`src/rtl/regfile_pkg.sv`:
```
// regfile_pkg: shared widths, arbiter state and op encodings for the register file arbiter
package regfile_pkg;
  localparam int DATA_W = 16;
  localparam int ADDR_W = 5;
  localparam int REG_DEPTH = 2 ** ADDR_W;
  typedef enum logic [1:0] {ARB, LOCK0, LOCK1} arb_state_t;
  localparam logic OP_READ = 1'b0;
  localparam logic OP_WRITE = 1'b1;
endpackage

```
`src/rtl/regfile_port_arbiter_rr_arb2.sv`:
```
// rr_arb2: two-input round-robin grant with a lock override, one-hot output
module rr_arb2
  import regfile_pkg::*;
(
  input  logic [1:0] valid,
  input  logic       rr_ptr,
  input  arb_state_t state,
  output logic [1:0] grant
);
  // a lock owner is the only grantable port; otherwise the pointer breaks ties
  always_comb
    grant = state == LOCK0 ? {1'b0, valid[0]} :
            state == LOCK1 ? {valid[1], 1'b0} :
            &valid ? (rr_ptr ? 2'b10 : 2'b01) : valid;
endmodule

```
`src/rtl/regfile_port_arbiter.sv`:
```
// regfile_port_arbiter: 32x16 register file shared by two lockable requesters; REGFILE_PORT_ARBITER_STATS_EN adds grant counters
module regfile_port_arbiter #(
  parameter int DATA_W = regfile_pkg::DATA_W,
  parameter int ADDR_W = regfile_pkg::ADDR_W,
  parameter int CNT_W = 16
) (
  input  logic                  clk,
  input  logic                  reset,
  input  logic [1:0]            req_valid,
  output logic [1:0]            req_ready,
  input  logic [1:0]            req_we,
  input  logic [1:0]            req_lock,
  input  logic [2*ADDR_W-1:0]   req_addr,
  input  logic [2*DATA_W-1:0]   req_wdata,
  output logic [1:0]            rsp_valid,
  output logic                  rsp_we,
  output logic [ADDR_W-1:0]     rsp_addr,
  output logic [DATA_W-1:0]     rsp_rdata,
`ifdef REGFILE_PORT_ARBITER_STATS_EN
  output logic [CNT_W-1:0]      grant_cnt0,
  output logic [CNT_W-1:0]      grant_cnt1,
`endif
  output logic                  locked
);
  import regfile_pkg::*;
  localparam int DEPTH = 2 ** ADDR_W;
  arb_state_t state, state_n, st_eff;
  logic rr_ptr, rr_n, rr_eff, sel, xfer, we, lk;
  logic [ADDR_W-1:0] addr;
  logic [DATA_W-1:0] wdata;
  logic [DATA_W-1:0] regs [DEPTH];
  // grants during reset already reflect the post-reset arbiter
  assign st_eff = reset ? ARB : state;
  assign rr_eff = reset ? 1'b0 : rr_ptr;
  rr_arb2 u_arb (
    .valid  (req_valid),
    .rr_ptr (rr_eff),
    .state  (st_eff),
    .grant  (req_ready)
  );
  assign sel = req_ready[1];
  assign xfer = |req_ready;
  assign we = req_we[sel];
  assign lk = req_lock[sel];
  assign addr = sel ? req_addr[2*ADDR_W-1:ADDR_W] : req_addr[ADDR_W-1:0];
  assign wdata = sel ? req_wdata[2*DATA_W-1:DATA_W] : req_wdata[DATA_W-1:0];
  assign locked = state != ARB;
  // lock entry/exit and round-robin pointer movement on each transfer
  always_comb begin
    state_n = state;
    rr_n = rr_ptr;
    if (xfer) begin
      if (state == ARB) begin
        if (&req_valid) rr_n = ~sel;
        if (lk) state_n = sel ? LOCK1 : LOCK0;
      end else if (!lk) begin
        state_n = ARB;
        rr_n = ~sel;
      end
    end
  end
  // arbiter state and pointer registers
  always_ff @(posedge clk) begin
    if (reset) begin
      state <= ARB;
      rr_ptr <= 1'b0;
    end else begin
      state <= state_n;
      rr_ptr <= rr_n;
    end
  end
  // register file storage; reset clears every entry
  always_ff @(posedge clk) begin
    if (reset) for (int i = 0; i < DEPTH; i++) regs[i] <= '0;
    else if (xfer && we == OP_WRITE) regs[addr] <= wdata;
  end
  // one-cycle response; payload holds between strobes
  always_ff @(posedge clk) begin
    if (reset) begin
      rsp_valid <= '0;
      rsp_we <= 1'b0;
      rsp_addr <= '0;
      rsp_rdata <= '0;
    end else begin
      rsp_valid <= req_ready;
      if (xfer) begin
        rsp_we <= we;
        rsp_addr <= addr;
        rsp_rdata <= we == OP_WRITE ? wdata : regs[addr];
      end
    end
  end
`ifdef REGFILE_PORT_ARBITER_STATS_EN
  // saturating per-port transfer counters
  always_ff @(posedge clk) begin
    if (reset) begin
      grant_cnt0 <= '0;
      grant_cnt1 <= '0;
    end else begin
      if (req_ready[0] && !(&grant_cnt0)) grant_cnt0 <= grant_cnt0 + 1'b1;
      if (req_ready[1] && !(&grant_cnt1)) grant_cnt1 <= grant_cnt1 + 1'b1;
    end
  end
`endif
endmodule

```
`config.mk`:
```
export PLATFORM = sky130hd
export DESIGN_NAME = regfile_port_arbiter
export DESIGN_NICKNAME = d
export VERILOG_FILES = /design/src/rtl/regfile_pkg.sv /design/src/rtl/regfile_port_arbiter_rr_arb2.sv /design/src/rtl/regfile_port_arbiter.sv
export SDC_FILE = /design/constraint.sdc
export NUM_CORES = 1
export LEC_CHECK = 0
export ABC_AREA = 1
export ABC_CLOCK_PERIOD_IN_PS = 3600
export BUFFER_PORTS_ARGS = -buffer_cell sky130_fd_sc_hd__buf_2
export CAP_MARGIN = 20
export CORE_ASPECT_RATIO = 0.8
export CORE_MARGIN = 10
export CORE_UTILIZATION = 30
export DETAILED_ROUTE_END_ITERATION = 10
export SLEW_MARGIN = 0
export SYNTH_ARGS = -nofsm -noshare
export SYNTH_HDL_FRONTEND = slang
export SYNTH_HIERARCHICAL = 1
export SYNTH_SLANG_ARGS = --single-unit
```
`constraint.sdc`:
```
create_clock -name clk -period 3.6 [get_ports clk]
set_input_delay 0.18 -clock clk [delete_from_list [all_inputs] [get_ports clk]]
set_output_delay 0.18 -clock clk [all_outputs]
set_load 0.05 [all_outputs]
```
==> summary.txt <==
Routing
  – DR iter-0 viols: between 2,000 and 2,500
  – DR vias: around 20,000
  – Via/cell ratio: between 5 and 6
  – Router iterations before antenna repair: 6
  – DRC viols: 0
  – Drt total wl: about 79 mm
  – Post-route ant nets: 0
  – Wire length per cell after detailed routing: roughly 20 um

Timing
  – Final Skew: 0.02823 ns
  – Final setup fails: 0
  – Worst slew pin tran: around 0.96 ns
  – Fin crit period: ~3.3 ns
  – Final hold vios: 0
  – Worst slew margin: 0.3508
  – Fmax: around 0.3 GHz
  – Hold Worst Slack: around 0.021 ns
  – RSZ-0062 raised after global routing: no
  – Slew Limit Fails: 0
  – Setup TNS Final: 0 ns
  – Final Cycle Share: 0.9300

Synth
  – Synth Cell Area: between 20,000 and 25,000 um^2
  – Synth Flop Type: edfxtp_1
  – Seq/Total Area, Yosys: 0.6434
  – Post-synth top cells: nand2_1, nor2_1, edfxtp_1
  – Synthesized area per cell: slightly above 9 um^2
  – Largest family of logic cells by synthesized area: simple AND/OR/NAND/NOR gates
  – Synth unique cells: 26
  – YS warnings: 6
  – Synth top area cells: edfxtp_1, nand2_1, nor2_1
  – Synth Area in Compound Gates: 0.01689
  – Flops & latches, synth: around 540
  – Post-synthesis mux area share: 0.006474
  – Post-synth ARST share: 0
  – Xor-xnor portion of the synthesized cell area: 0
  – Syn Inst Count: roughly 2,700
  – Post-Synthesis Net Count: roughly 2,700
  – Top-count cell post-synth: nand2_1
  – EDFF count, synth: 512
  – Synth Area in Adders: 0
  – Post-Synth Simple-Gate Area: 0.2942
  – Yosys top cell by area: edfxtp_1
  – Top-area cell type share of the netlist area: 0.6215

Global routing
  – Vias in the first global route: between 15,000 and 20,000
  – Largest net degree at the start of global routing: 94
  – First-pass GRT wire length: 117.1 mm
  – GR Overflow Total: 0
  – Initial antenna violation count: 1
  – Gr usage total: 0.1612

Final layout
  – Share of cells above drive strength 1: 0.1269
  – Finished Core Util: 0.3549
  – Fill cells: between 8,000 and 9,000
  – Register area: 15,920 um^2
  – Area Overhead vs Synth: 17.62%
  – Multi-input gate area: 8107 um^2
  – Nets: about 2,800

Power
  – Sequential share of power: 0.483
  – Clock power share: 0.351
  – Power per cell area: ~510 nW/um^2
  – Pleak: roughly 12 nW
  – Max IR drop VDD: around 0.36 mV
  – Switching pwr: 4.345 mW
  – Logic pwr share: 0.166
  – Net Sw Frac: 0.2903
  – Internal: between 10 and 15 mW

Worst setup path
  – CP endpoint kind: flop
  – R2r worst-path depth: 14
  – RR Startpoint: state[1]
  – Critical Path RT: about 4 ns
  – Critical path class: reg -> reg
  – Critical path fanouts, max: 13
  – R2R Setup Slk: roughly 0.25 ns
  – Reg-to-Reg End: regs[29][12]
  – Kind of start point of the critical path: flop
  – Critical Path AT: about 3.7 ns

CTS
  – Num CTS Buffers: 53
  – H-tree depth: 2
  – Clock transition at the registers of the reported paths: approximately 0.070 ns
  – Clk buf depth: 3
  – CTS tree: yes
  – Post-CTS setup buffers: 0
  – Root buf cell: clkbuf_16
  – CTS sink cnt: ~540
  – Worst-Skew Late Latency: 0.62 ns

Floorplanning
  – Initial Util: 0.3017
  – Rows: 94
  – Core box area: 81,980 um^2
  – Die Wd: 341.0 um
  – Die footprint: about 94,000 um^2
  – Die Ht: ~280 um
  – I/O Pins: 77

Min path
  – Class of the worst hold path: in -> reg
  – Hold path cells: 3
  – Hold Crit Start: req_wdata[9]
  – Hold endpoint: regs[11][9]

Placed design
  – Buffers on Ports: between 70 and 80
  – Hpwl dp: roughly 50 mm
  – GPL Wtd Cong: between 0.8 and 0.9

Job
  – Maxcap violations: 0

Run status
  – Status: finished clean
## critical path, cell delays in order, from the launching register on
cell	delay, ns
dfxtp_1	0.33
inv_1	0.05
nor2_1	0.16
inv_1	0.08
a21boi_1	0.13
nand2_1	0.08
inv_2	0.16
inv_2	0.13
o21ai_0	0.48
buf_4	0.23
nand3_1	0.13
inv_1	0.39
nand2_2	0.10
nand2_1	0.34
buf_4	0.28
## repair_timing
action	CTS	global route
endpoints found under the setup margin	0	12
resized for setup	0	3
hold buffers	7	0
endpoints found under the hold margin	9	0
## metrics by stage
step	setup slack [ns]	instance area (um^2)	cells	power [mW]
6_report	0.2520	29090	3886	14.97
4_1_cts	0.3031	29080	3885	14.99
3_5_place_dp	0.3156	27430	3780	9.788
2_1_floorplan	0.1322	24740	2654	8.689
3_3_place_gp	0.3853	27430	3780	9.781
5_1_grt	0.05315	29090	3885	15.47
## layout make-up
cell class,instances,area share
inverters,26,0.003655
clock inverters,29,0.005376
clock buffers,69,0.04911
diodes,1,0.00008601
well taps,1104,0.04748
multi-input cells,1884,0.2786
repair buffers,234,0.06864
flip-flops and latches,539,0.5470
## metal layers
metal,global-route usage,share of wire,up-vias
met1,0.2379,0.45,9355
met2,0.2285,0.41,997
met4,0.04624,0.027,0
met3,0.04158,0.12,133
li1,-,-,8983
met5,0,0,-
## logic make-up (layout without fill, tap and decap cells)
logic type      count (synthesis)  in the layout
compound gates                 78             78
buf+inv                       231            358
mux                            16             16
other cells                     0              1
flops                         539            539
simple gates                 1790           1790
## sequential cells by signal, indices dropped and copies added (netlist names)
| register | cells |
|---|---|
| rsp_we | 1 |
| regs | 512 |
| rr_ptr | 1 |
| rsp_addr | 5 |
| rsp_rdata | 16 |
| state | 2 |
| rsp_valid | 2 |
## worst max-delay path by stage
stage	endpoint	cells after the start	from	slack [ns]
after floorplan	regs[10][0]	18	reset	0.13
after global routing	regs[26][11]	15	state[1]	0.05
after detailed placement	regs[8][12]	15	reset	0.32
after CTS	regs[8][0]	15	state[1]	0.30
after global placement	regs[29][5]	14	reset	0.39
final	regs[29][12]	14	state[1]	0.25
## power by group through the flow
stage                     Sequential (mW)  Clock (mW)  Combinational [mW]
after detailed placement             7.36           0                2.43
after global placement               7.35           0                2.43
after floorplan                      7.46           0                1.23
after global routing                 7.24        5.57                2.65
after CTS                            7.22        5.32                2.45
final                                7.23        5.26                2.48
## cell usage in the layout, fill, tap and decap left out, types with 4 or more instances in the layout
| cell type | instances |
|---|---|
| buf_4 | 118 |
| nor3_4 | 4 |
| nand4_1 | 12 |
| clkbuf_16 | 55 |
| nor3_2 | 4 |
| buf_2 | 76 |
| a21oi_1 | 36 |
| nand2_1 | 849 |
| buf_12 | 33 |
| nor2_1 | 560 |
| nand3_1 | 336 |
| edfxtp_1 | 512 |
| inv_2 | 4 |
| nand2_2 | 20 |
| o21ai_0 | 24 |
| dlygate4sd3_1 | 7 |
| dfxtp_1 | 27 |
| clkinv_2 | 13 |
| inv_1 | 17 |
| clkbuf_1 | 14 |
| clkinv_1 | 17 |
| a31oi_1 | 13 |
| mux2i_4 | 16 |
(Power assumes the default switching activity.)
